`config.mk`:
```
export PLATFORM = sky130hd
export DESIGN_NAME = dtw_result_axis_master
export DESIGN_NICKNAME = d
export VERILOG_FILES = /design/src/rtl/dtw_axis_pkg.sv /design/src/rtl/dtw_sync_fifo.sv /design/src/rtl/dtw_result_axis_master.sv
export SDC_FILE = /design/constraint.sdc
export NUM_CORES = 1
export LEC_CHECK = 0
export BUFFER_PORTS_ARGS = -buffer_cell sky130_fd_sc_hd__buf_2
export CAP_MARGIN = 20
export CORE_MARGIN = 2
export CORE_UTILIZATION = 55
export CTS_CLUSTER_SIZE = 12
export DETAILED_ROUTE_END_ITERATION = 8
export PLACE_DENSITY_LB_ADDON = 0.05
export SYNTH_ARGS = -nofsm -noshare
export SYNTH_HDL_FRONTEND = slang
export SYNTH_SLANG_ARGS = --single-unit
```
`constraint.sdc`:
```
create_clock -name M_AXIS_ACLK -period 3.5 [get_ports M_AXIS_ACLK]
set_input_delay 0.7 -clock M_AXIS_ACLK [delete_from_list [all_inputs] [get_ports M_AXIS_ACLK]]
set_output_delay 0.7 -clock M_AXIS_ACLK [all_outputs]
set_load 0.005 [all_outputs]
```
`src/rtl/dtw_axis_pkg.sv`:
```
// Shared types and helpers for the DTW result AXI4-Stream output stage.
package dtw_axis_pkg;

  typedef enum logic [1:0] {
    ST_INIT = 2'd0,
    ST_IDLE = 2'd1,
    ST_SEND = 2'd2
  } dtw_state_e;

  // Ceiling log2; clogb2(1) = 0.
  function automatic int unsigned clogb2(input int unsigned n);
    int unsigned r;
    r = 0;
    while ((64'd1 << r) < 64'(n)) r++;
    return r;
  endfunction

endpackage

```
`src/rtl/dtw_sync_fifo.sv`:
```
// Single-clock FIFO with registered level/full/empty; no write-through when full.
module dtw_sync_fifo
  import dtw_axis_pkg::*;
#(
  parameter int unsigned WIDTH = 33,
  parameter int unsigned DEPTH = 16
) (
  input  logic                       clk,
  input  logic                       rst_n,
  input  logic                       wr_en,
  input  logic [WIDTH-1:0]           wr_data,
  input  logic                       rd_en,
  output logic [WIDTH-1:0]           rd_data,
  output logic                       empty,
  output logic                       full,
  output logic [clogb2(DEPTH):0]     level
);

  localparam int unsigned AW = clogb2(DEPTH);
  localparam int unsigned LW = AW + 1;

  logic [WIDTH-1:0] mem [DEPTH];
  logic [AW-1:0]    wr_ptr;
  logic [AW-1:0]    rd_ptr;
  logic             wr_ok_c;
  logic             rd_ok_c;

  assign wr_ok_c = wr_en && !full;
  assign rd_ok_c = rd_en && !empty;
  assign rd_data = mem[rd_ptr];

  // Storage needs no reset; only pointers and flags define validity.
  always_ff @(posedge clk) begin
    if (wr_ok_c) mem[wr_ptr] <= wr_data;
  end

  always_ff @(posedge clk or negedge rst_n) begin
    if (!rst_n) begin
      wr_ptr <= '0;
      rd_ptr <= '0;
      level  <= '0;
      full   <= 1'b0;
      empty  <= 1'b1;
    end else begin
      if (wr_ok_c) wr_ptr <= wr_ptr + AW'(1);
      if (rd_ok_c) rd_ptr <= rd_ptr + AW'(1);
      case ({wr_ok_c, rd_ok_c})
        2'b10: begin
          level <= level + LW'(1);
          full  <= (level == LW'(DEPTH - 1));
          empty <= 1'b0;
        end
        2'b01: begin
          level <= level - LW'(1);
          full  <= 1'b0;
          empty <= (level == LW'(1));
        end
        default: ;
      endcase
    end
  end

endmodule

```
`src/rtl/dtw_result_axis_master.sv`:
```
// AXI4-Stream master framing buffered DTW result words into packets toward the DMA.
module dtw_result_axis_master
  import dtw_axis_pkg::*;
#(
  parameter int unsigned C_M_AXIS_TDATA_WIDTH = 32,
  parameter int unsigned C_FIFO_DEPTH         = 16,
  parameter int unsigned C_PKT_LEN_WIDTH      = 16,
  parameter int unsigned C_M_START_COUNT      = 32
) (
  input  logic                                M_AXIS_ACLK,
  input  logic                                M_AXIS_ARESETN,
  input  logic                                dtw_fifo_wren,
  input  logic [C_M_AXIS_TDATA_WIDTH-1:0]     dtw_fifo_din,
  input  logic                                dtw_fifo_last,
  output logic                                dtw_fifo_full,
  output logic [clogb2(C_FIFO_DEPTH):0]       dtw_fifo_level,
  input  logic [C_PKT_LEN_WIDTH-1:0]          pkt_len,
  output logic                                overflow,
  input  logic                                clr_overflow,
  output logic                                pkt_done,
  output logic                                M_AXIS_TVALID,
  output logic [C_M_AXIS_TDATA_WIDTH-1:0]     M_AXIS_TDATA,
  output logic [C_M_AXIS_TDATA_WIDTH/8-1:0]   M_AXIS_TSTRB,
  output logic                                M_AXIS_TLAST,
  input  logic                                M_AXIS_TREADY
);

  localparam int unsigned DW   = C_M_AXIS_TDATA_WIDTH;
  localparam int unsigned PW   = C_PKT_LEN_WIDTH;
  localparam int unsigned SC_W = clogb2(C_M_START_COUNT) + 1;

  dtw_state_e       state;
  logic [SC_W-1:0]  start_cnt;
  logic [PW-1:0]    ld_idx;
  logic [PW-1:0]    len_q;

  logic [DW:0]      head;
  logic             fifo_empty;
  logic             load_c;
  logic             hs_c;
  logic [PW-1:0]    len_eff_c;
  logic             last_c;

  dtw_sync_fifo #(
    .WIDTH (DW + 1),
    .DEPTH (C_FIFO_DEPTH)
  ) u_fifo (
    .clk     (M_AXIS_ACLK),
    .rst_n   (M_AXIS_ARESETN),
    .wr_en   (dtw_fifo_wren),
    .wr_data ({dtw_fifo_last, dtw_fifo_din}),
    .rd_en   (load_c),
    .rd_data (head),
    .empty   (fifo_empty),
    .full    (dtw_fifo_full),
    .level   (dtw_fifo_level)
  );

  assign M_AXIS_TSTRB = '1;

  assign hs_c   = M_AXIS_TVALID && M_AXIS_TREADY;
  assign load_c = (state != ST_INIT) && !fifo_empty && (!M_AXIS_TVALID || M_AXIS_TREADY);

  // Packet length is sampled only on the first beat so mid-packet changes are ignored.
  assign len_eff_c = (ld_idx == '0) ? ((pkt_len == '0) ? PW'(1) : pkt_len) : len_q;
  assign last_c    = head[DW] || (ld_idx == len_eff_c - PW'(1));

  always_ff @(posedge M_AXIS_ACLK or negedge M_AXIS_ARESETN) begin
    if (!M_AXIS_ARESETN) begin
      state         <= ST_INIT;
      start_cnt     <= '0;
      ld_idx        <= '0;
      len_q         <= '0;
      M_AXIS_TVALID <= 1'b0;
      M_AXIS_TDATA  <= '0;
      M_AXIS_TLAST  <= 1'b0;
      overflow      <= 1'b0;
      pkt_done      <= 1'b0;
    end else begin
      case (state)
        ST_INIT: begin
          if (start_cnt == SC_W'(C_M_START_COUNT - 1)) state <= ST_IDLE;
          else start_cnt <= start_cnt + SC_W'(1);
        end
        ST_IDLE: if (load_c) state <= ST_SEND;
        ST_SEND: if (hs_c && M_AXIS_TLAST && !load_c) state <= ST_IDLE;
        default: state <= ST_INIT;
      endcase

      if (load_c) begin
        M_AXIS_TVALID <= 1'b1;
        M_AXIS_TDATA  <= head[DW-1:0];
        M_AXIS_TLAST  <= last_c;
        ld_idx        <= last_c ? '0 : ld_idx + PW'(1);
        if (ld_idx == '0) len_q <= len_eff_c;
      end else if (hs_c) begin
        M_AXIS_TVALID <= 1'b0;
      end

      pkt_done <= hs_c && M_AXIS_TLAST;

      // A drop wins over a same-cycle clear.
      if (dtw_fifo_wren && dtw_fifo_full) overflow <= 1'b1;
      else if (clr_overflow)              overflow <= 1'b0;
    end
  end

endmodule

```
## After elaboration in Yosys (flattened, before gate mapping)

Memory sizes are Yosys's and may differ from the RTL's.
Index checks and enable logic that the tools add are counted.

- Eq/ne operators: 11
- Add/subtract/negate cells: 7
- Reduce and logical (&&, ||, !) cells: 24
- Bitwise logic cells: 1
- Muxes and demuxes: 16

Operators by type and width:

| operator | count |
|---|---|
| $mux W16 | 3 |
| $logic_not A16 Y1 | 2 |
| $add A16 B1 Y16 const B | 1 |
| $eq A16 B16 Y1 | 1 |
| $sub A16 B1 Y16 const B | 1 |
| $pmux W5 S2 | 1 |
| $add A4 B1 Y4 const B | 2 |
| $logic_and A1 B1 Y1 | 8 |
| $reduce_bool A2 Y1 | 4 |
| $add A6 B1 Y6 const B | 1 |
| $eq A6 B5 Y1 const B | 1 |
| $mux W1 | 6 |
| $mux W2 | 3 |
| $ne A2 B2 Y1 const B | 3 |
| $pmux W2 S3 | 1 |
| $add A5 B1 Y5 const B | 1 |
| $eq A5 B1 Y1 const B | 1 |
| $eq A5 B4 Y1 const B | 1 |
| $sub A5 B1 Y5 const B | 1 |
| $eq A2 B1 Y1 const B | 2 |
| $eq A2 B2 Y1 const B | 2 |
| $logic_not A1 Y1 | 4 |
| $pmux W1 S2 | 2 |
| $reduce_and A2 Y1 | 2 |
| 4 further kinds | 5 |

- Input port bits: 54
- Flip-flop bits (word level): 91
- Bits in writable memories: 528
- Memories: 1

Memory list:

| memory | depth | width | rd ports | clocked after Yosys merged registers in | wr ports | line | text |
|---|---|---|---|---|---|---|---|
| u_fifo.mem | 16 | 33 | 1 | 0 | 1 | dtw_sync_fifo.sv:22 | `logic [WIDTH-1:0] mem [DEPTH];` |

## Depth between registers and ports, before layout

Gate-level depths: netlist of run 1.

- Word-level depth: 7
- Depth in mapped cells: 17

## Cells and area by module

Synthesis of run 1 repeated with hierarchy kept, for this count alone.

- Cell total of the unflattened synthesis: 1405
- Area, all modules: 25286.8 sq um

By module, submodules not included:

| module | times used | area each (sq um) | cells an instance | seq. area each (sq um) |
|---|---|---|---|---|
| dtw_sync_fifo | 1 | 20656.1 | 905 | 16231.8 |
| dtw_result_axis_master | 1 | 4630.7 | 500 | 1901.8 |

## Worst setup path before layout of run 1

No wires, ideal clock.

- Path kind: input-to-reg
- From: input dtw_fifo_wren
- To: memory u_fifo.mem[3][0] (enable)
- Setup slack: -0.492 ns
- Arrival time: 3.528 ns
- Library setup time: 0.464 ns
- Cell stages on the path: 4
- Cells stage by stage: nor2b_1 -> clkbuf_1 -> nand2_1 -> nor3_1

- Word-level cells in the longest chain between the ends: 3

Ends and longest elaborated chain:

| what | line | text |
|---|---|---|
| start, declared | dtw_result_axis_master.sv:12 | `input logic dtw_fifo_wren,` |
| $logic_and A1 B1 Y1 | dtw_sync_fifo.sv:28 | `assign wr_ok_c = wr_en && !full;` |
| $mux W1 | dtw_sync_fifo.sv:34 | `if (wr_ok_c) mem[wr_ptr] <= wr_data;` |
| $mux W1 (implied by the code) | dtw_sync_fifo.sv:34 |  |
| end, declared | dtw_sync_fifo.sv:22 |  |

Every way passes these cells.

## Worst setup path after layout of run 1

- From: register ld_idx[0]
- To: register M_AXIS_TLAST

- Word-level cells in the longest chain between the ends: 5

Ends and longest elaborated chain:

| what | line | text |
|---|---|---|
| start, declared | dtw_result_axis_master.sv:34 | `logic [PW-1:0] ld_idx;` |
| start signal, assigned | dtw_result_axis_master.sv:94 | `ld_idx <= last_c ? '0 : ld_idx + PW'(1);` |
| $logic_not A16 Y1 | dtw_result_axis_master.sv:65 | `assign len_eff_c = (ld_idx == '0) ? ((pkt_len == '0) ? PW'(1) : pkt_len) : len_q;` |
| $mux W16 | dtw_result_axis_master.sv:65 |  |
| $sub A16 B1 Y16 | dtw_result_axis_master.sv:66 | `assign last_c = head[DW] \|\| (ld_idx == len_eff_c - PW'(1));` |
| $eq A16 B16 Y1 * | dtw_result_axis_master.sv:66 |  |
| $logic_or A1 B1 Y1 * | dtw_result_axis_master.sv:66 |  |
| end signal, assigned | dtw_result_axis_master.sv:93 | `M_AXIS_TLAST <= last_c;` |
| end, declared | dtw_result_axis_master.sv:24 | `output logic M_AXIS_TLAST,` |

Mark *: on every way between the ends. The rest lies on a longest branch, timed or not.
A chain may end at the register's enable or synchronous reset.

==> flow_metrics.py, run 1 <==
metrics = {
    "outcome": {
        "status": "finished with violations",
        "violations": "negative setup slack",
    },
    "sta": {
        "whs_ps": 105,
        "setup_slack_ps": -92.7,
        "min_period_ps": 3590,
        "finalHoldViolations": 0,
        "maxSlewViolCount": 0,
        "setup_viol": 11,
        "finalCritPeriodShare_pct": 103,
        "rsz0062_at_grt": "yes",
        "slew_headroom_pct": 45.9,
        "worst_pin_slew_ps": 804,
        "fin_worst_skew_ps": 21.0,
        "fmax_ghz": 0.278,
    },
    "clock_network": {
        "numCtsBuffers": 66,
        "hold_buffers": 0,
        "root_buffer": "clkbuf_16",
        "path_clk_slew_ps": 60,
        "h-tree-depth": 3,
        "cts_tree": "done",
        "cts_sinks": 619,
        "clock_path_buffers": 3,
        "worstSkewPairLatency_ps": 590,
    },
    "pwr": {
        "vdd.ir_drop.worst_mv": 0.469,
        "p_leak_nw": 10.1,
        "power_mw": 24.3,
        "power.density_nw_per_um2": 830,
    },
    "yosys": {
        "synthCells": 1312,
        "synthArstFlopShare_pct": 14.7,
        "ys_seq_area_share_pct": 72.6,
        "yosysUniqueCellTypes": 66,
        "avgSynthCellArea_sq_um": 19.0,
        "synth-edff-count": 528,
        "synthFlopType": "edfxtp_1",
        "syn_area_sq_um": 25000,
        "ys_warn_count": 0,
        "ys_ff_latch": 619,
    },
    "die": {
        "die_width_um": 217,
        "row_count": 78,
        "start_util_pct": 55.4,
        "die_h_um": 217,
        "die-area_sq_um": 47100,
        "pin_count": 100,
        "core_sq_um": 45100,
    },
    "critical_path": {
        "path_max_fanout": 8,
        "worst_r2r_endpoint": "M_AXIS_TLAST",
        "path_class": "flop to flop",
        "reg2regPathDepth": 16,
        "cp-start-kind": "flop",
        "cp_cell_sequence": "inv_2 > ha_4 > nor4b_4 > and4_4 > mux2i_2 > ha_2 > buf_6 > nand2b_4 > or4_1 > o31ai_2 > nor3_2 > a31oi_2 > o41ai_4 > buf_4 > buf_12 > mux2_2",
        "arrival_ps": 4060,
        "slowest_delay_ps": 490,
        "crit_slowest_cell": "or4_1",
        "crit_path_end_kind": "flop",
        "r2r_slack_ps": -90,
        "crit_required_ps": 3960,
        "reg2reg_from": "ld_idx[0]",
    },
    "drt": {
        "vias": 13000,
        "wl_per_cell_um": 25.2,
        "antenna_left": 0,
        "drc": 0,
        "post_drt_via_cell_ratio": 6.00,
        "firstDrtPassIters": 4,
        "drt_iter0_drc": 1105,
        "wl_um": 54800,
    },
    "finish": {
        "final_net_count": 1586,
        "mostFrequentLayoutCells": "528 x edfxtp_1, 165 x mux4_2, 141 x nand2_1",
        "fin_area_sq_um": 29300,
        "syn2layout_area_growth_pct": 17.3,
        "final_common_cell": "edfxtp_1",
        "finalNonFillerCells": 2169,
        "layout-drive-gt1-share_pct": 33.8,
    },
    "global_routing": {
        "grt_remaining_overflow": 0,
        "track_usage_pct": 24.0,
        "antenna_found_initial": 2,
        "grt_max_degree": 56,
        "grt_pass1_wl_um": 83000,
        "grt_pass1_vias": 13500,
    },
    "placed_design": {
        "dpl.hpwl_um": 31400,
        "place_area_sq_um": 27000,
        "post-place-ws_ps": -139,
        "dp.cells": 2038,
        "gp_congestion": 0.864,
        "io_buffer_count": 95,
    },
    "min_path": {
        "hold_class": "input pin to asynchronous set/reset pin",
    },
    "flow_run": {
        "maxCapViolCount": 0,
    },
}
[sequential cells by signal, summed over array words and instances, names as in the netlist, 2 cells and up]
name,count
ld_idx,16
len_q,16
state,2
start_cnt,6
u_fifo.level,5
u_fifo.mem,528
u_fifo.rd_ptr,4
u_fifo.wr_ptr,4
M_AXIS_TDATA,32
[worst max-delay path by stage]
stage / slack [ps] / startpoint / endpoint
final: -90 / ld_idx[0] / M_AXIS_TLAST
after global routing: -240 / ld_idx[0] / ld_idx[5]
after CTS: 10 / ld_idx[1] / M_AXIS_TLAST
after detailed placement: -140 / pkt_len[6] / ld_idx[8]
after global placement: -90 / pkt_len[11] / ld_idx[1]
after floorplan: -8 / ld_idx[0] / ld_idx[1]
[cells by family (layout without fill, tap and decap cells)]
group	count (synthesis)	count (layout)	share of synthesized area, %
other	1	5	0.0150
multiplexers	190	190	15.9
adder cells (fa/ha/maj)	14	14	0.701
XOR/XNOR	50	50	1.75
AO/OA/AOI/OAI	75	75	2.27
buffers and inverters	87	340	1.48
flip-flops	619	619	72.6
AND/OR/NAND/NOR	276	276	5.25
[layout make-up]
class                      count  area [sq um]
clock inverter                12           156
clock buffer                 106          1930
inverter                      15          56.3
sequential                   619         18100
tap                          600           751
timing repair buffer         207          1500
fill                        3163         15800
antenna                        1          2.50
multi-input combinational    609          6770
[routing by layer]
layer | global-route usage [%] | routed length (um)
met5 | 0 | 24
met3 | 3.90 | 2460
met4 | 6.92 | 1080
met2 | 39.4 | 27500
met1 | 33.8 | 23700
[stage by stage]
stage | util, % | setup TNS, ps
global route | 65.0 | -3490
finish | 65.0 | -314
CTS | 64.5 | 0
floorplan | - | -8.20
detailed placement | 59.9 | -1900
global placement | 59.9 | -1240
[Yosys cell counts, drive strengths merged, types with 4 or more instances]
master | n | area, sq um
and3 | 7 | 43.8
xor2 | 20 | 175
or3 | 5 | 31.3
mux2 | 12 | 135
inv | 15 | 56.3
o31ai | 4 | 35.0
ha | 14 | 175
xnor2 | 30 | 263
o21ai | 14 | 70.1
a22o | 8 | 70.1
nand3 | 12 | 60.1
nand2b | 9 | 56.3
nor3 | 23 | 120
dfrtp | 90 | 2250
nor4 | 12 | 96.3
edfxtp | 528 | 15900
clkbuf | 39 | 146
nor2 | 33 | 124
or4 | 8 | 60.1
mux4 | 165 | 3720
mux2i | 13 | 130
a21oi | 22 | 144
nand2 | 142 | 536
nor2b | 4 | 25.0
nand4 | 10 | 62.6
buf | 33 | 166
[worst max-delay path: cells and delay by family, from the launching register on]
family	cells	cell delay (ps)
AOI/OAI and AO/OA	3	470
adders and majority gates	2	410
buffers and inverters	4	500
DFF	1	390
muxes	2	490
and+or+nand+nor	5	1180
[what timing repair did]
item	in CTS	in global routing
setup buffers	0	11
endpoints found under the setup margin	16	17
gates cloned	0	1
resized for setup	6	17
pin swaps	1	8
[where the power goes]
| part | leakage [nW] | internal, mW | switching [mW] | total (mW) |
|---|---|---|---|---|
| clock | 1.00 | 3.94 | 2.75 | 6.69 |
| combinational | 3.24 | 3.81 | 3.89 | 7.71 |
| sequential | 5.90 | 9.11 | 0.806 | 9.92 |
| total | 10.1 | 16.9 | 7.45 | 24.3 |
Note: power is estimated with default switching activity, not from simulation.
==> run 2, diff against run 1 <==
- CORE_MARGIN: 2 -> default
==> run 2 against run 1 <==
  * Clock power shrank 2%
  * Utilization rose by 0.72 points
  * Flip-flop and latch count is the same
  * The flow still finishes with violations (negative setup slack)
  * Maximum frequency rose by 1.1%
  * Combinational power hardly changed
  * Worst hold slack better by 140 ps
  * Sequential share of layout area increased by 0.11 points
  * Die area shrank 1.8%
  * Sequential power is 0.4% lower
  * Critical path depth did not move
  * Wire length up 1.9%
  * Clock-buffer cell count fell by 2
==> flow_metrics.py, run 2 (synthesized netlist as in run 1, its figures left out) <==
metrics = {
    "critical_path": {
        "critPathLaunch": "ld_idx[0]",
        "reg2regPathDepth": 16,
        "crit_path_end_kind": "flop",
        "critPathCapture": "ld_idx[3]",
        "reg2reg_from": "ld_idx[0]",
        "crit_required_ps": 3960,
        "worst_r2r_endpoint": "ld_idx[3]",
        "path_class": "flop to flop",
        "r2r_slack_ps": -50,
        "path_max_fanout": 8,
        "cp-start-kind": "flop",
        "arrival_ps": 4020,
    },
    "placed_design": {
        "place_area_sq_um": 27100,
        "gp_congestion": 0.885,
        "io_buffer_count": 95,
        "dpl.hpwl_um": 31400,
        "post-place-ws_ps": -141,
    },
    "sta": {
        "min_period_ps": 3550,
        "setup_viol": 16,
        "rsz0062_at_grt": "yes",
        "maxSlewViolCount": 0,
        "worst_pin_slew_ps": 917,
        "fmax_ghz": 0.281,
        "slew_headroom_pct": 38.9,
        "setup_slack_ps": -54.9,
        "fin_worst_skew_ps": 22.7,
        "finalCritPeriodShare_pct": 102,
        "finalHoldViolations": 0,
    },
    "drt": {
        "drc": 0,
        "wl_per_cell_um": 25.9,
        "vias": 13000,
        "antenna_left": 0,
        "firstDrtPassIters": 5,
        "wl_um": 55800,
        "drt_iter0_drc": 1255,
        "post_drt_via_cell_ratio": 6.04,
    },
    "global_routing": {
        "grt_max_degree": 63,
        "grt_pass1_vias": 13500,
        "grt_remaining_overflow": 0,
        "track_usage_pct": 25.0,
        "antenna_found_initial": 2,
        "grt_pass1_wl_um": 84500,
    },
    "clock_network": {
        "clock_path_buffers": 3,
        "worstSkewPairLatency_ps": 600,
        "cts_sinks": 619,
        "numCtsBuffers": 66,
        "root_buffer": "clkbuf_16",
        "hold_buffers": 0,
        "h-tree-depth": 3,
        "path_clk_slew_ps": 60,
        "cts_tree": "done",
    },
    "finish": {
        "mostFrequentLayoutCells": "528 x edfxtp_1, 165 x mux4_2, 141 x nand2_1",
        "syn2layout_area_growth_pct": 17.1,
        "diodes": 0,
        "fin_area_sq_um": 29200,
        "layout-drive-gt1-share_pct": 33.4,
        "top_register": "u_fifo.mem",
        "n_fill_cell": 3088,
        "largest_reg_flops": 528,
        "final_net_count": 1580,
        "reg_top3": "u_fifo.mem x528, M_AXIS_TDATA x32",
        "final_common_cell": "edfxtp_1",
    },
    "die": {
        "core_sq_um": 44500,
        "die_h_um": 215,
        "start_util_pct": 56.1,
        "die_width_um": 215,
        "row_count": 77,
        "die-area_sq_um": 46300,
        "pin_count": 100,
    },
    "pwr": {
        "vdd.ir_drop.worst_mv": 0.601,
        "p_leak_nw": 10.1,
        "power.density_nw_per_um2": 825,
        "power_mw": 24.1,
    },
    "outcome": {
        "violations": "negative setup slack",
        "status": "finished with violations",
    },
    "min_path": {
        "hold_class": "input pin to asynchronous set/reset pin",
    },
    "flow_run": {
        "maxCapViolCount": 0,
    },
}
[run 2: changes by cell type in the layout (fill, tap and decap cells not counted), sizes merged]
| cell | previous run | this run |
|---|---|---|
| bufinv | 2 | 1 |
| inv | 18 | 19 |
| clkbuf | 107 | 105 |
| diode | 1 | 0 |
| buf | 206 | 200 |
| clkinv | 7 | 9 |
| clkinvlp | 0 | 2 |
[run 2: metrics by stage]
step / hold slack, ps / utilization (%) / std cells / TNS [ps]
after floorplan: 404 / - / 1315 / -8.20
after global placement: 452 / 60.8 / 2031 / -1230
after detailed placement: 458 / 60.8 / 2031 / -1930
after CTS: 246 / 65.4 / 2151 / 0
after global routing: 293 / 65.7 / 2156 / -3210
final: 245 / 65.7 / 2156 / -576
[run 2: critical path: stages, from the launching register on]
cell,delay (ps)
dfrtp_1,390
inv_2,90
ha_4,140
nor4b_4,240
nand4_1,260
mux2i_2,320
ha_4,250
xnor2_2,130
or3_1,310
nand3_1,90
o211ai_1,100
nor3_2,180
nand4_1,190
o41ai_4,340
buf_4,190
clkbuf_16,170
a21oi_2,60
[run 2: timing repair]
| item | 4_1_cts | 5_1_grt |
|---|---|---|
| buffers inserted | 0 | 4 |
| endpoints found under the setup margin | 16 | 17 |
| resized for setup | 4 | 15 |
| gates cloned | 0 | 1 |
| pin swaps | 1 | 10 |
[run 2: power breakdown]
part	internal, mW	switching [mW]	leakage, nW
Clock	3.78	2.77	0.966
Sequential	9.11	0.774	5.90
Combinational	3.78	3.93	3.24
Total	16.7	7.48	10.1
[run 2: metal layers]
layer	GRT usage, %	wire length (um)	vias to the layer above	share of wire [%]
li1	-	-	5661	-
met1	35.7	24100	6851	43
met2	40.0	27100	408	49
met3	4.71	3230	101	5.8
met4	7.19	1330	2	2.4
met5	0	8	-	0.014
[run 2: area by class of cell]
class                   count  area (sq um)  area share, %
repair buffers            201          1520           5.18
inverters                  15          56.3          0.192
clock inverters            16           140          0.479
clock buffers             104          1880           6.42
flip-flops and latches    619         18100           62.0
well taps                 592           741           2.53
multi-input cells         609          6780           23.2
[run 2: worst min-delay path by stage]
stage | end | cells after the start | slack (ps) | start
3_5_place_dp | M_AXIS_TDATA[6] | 2 | 460 | M_AXIS_TDATA[6]
4_1_cts | len_q[10] | 1 | 250 | M_AXIS_ARESETN
6_report | len_q[10] | 1 | 240 | M_AXIS_ARESETN
5_1_grt | len_q[10] | 1 | 290 | M_AXIS_ARESETN
2_1_floorplan | M_AXIS_TDATA[0] | 0 | 400 | M_AXIS_ARESETN
3_3_place_gp | M_AXIS_TDATA[30] | 2 | 450 | M_AXIS_TDATA[30]
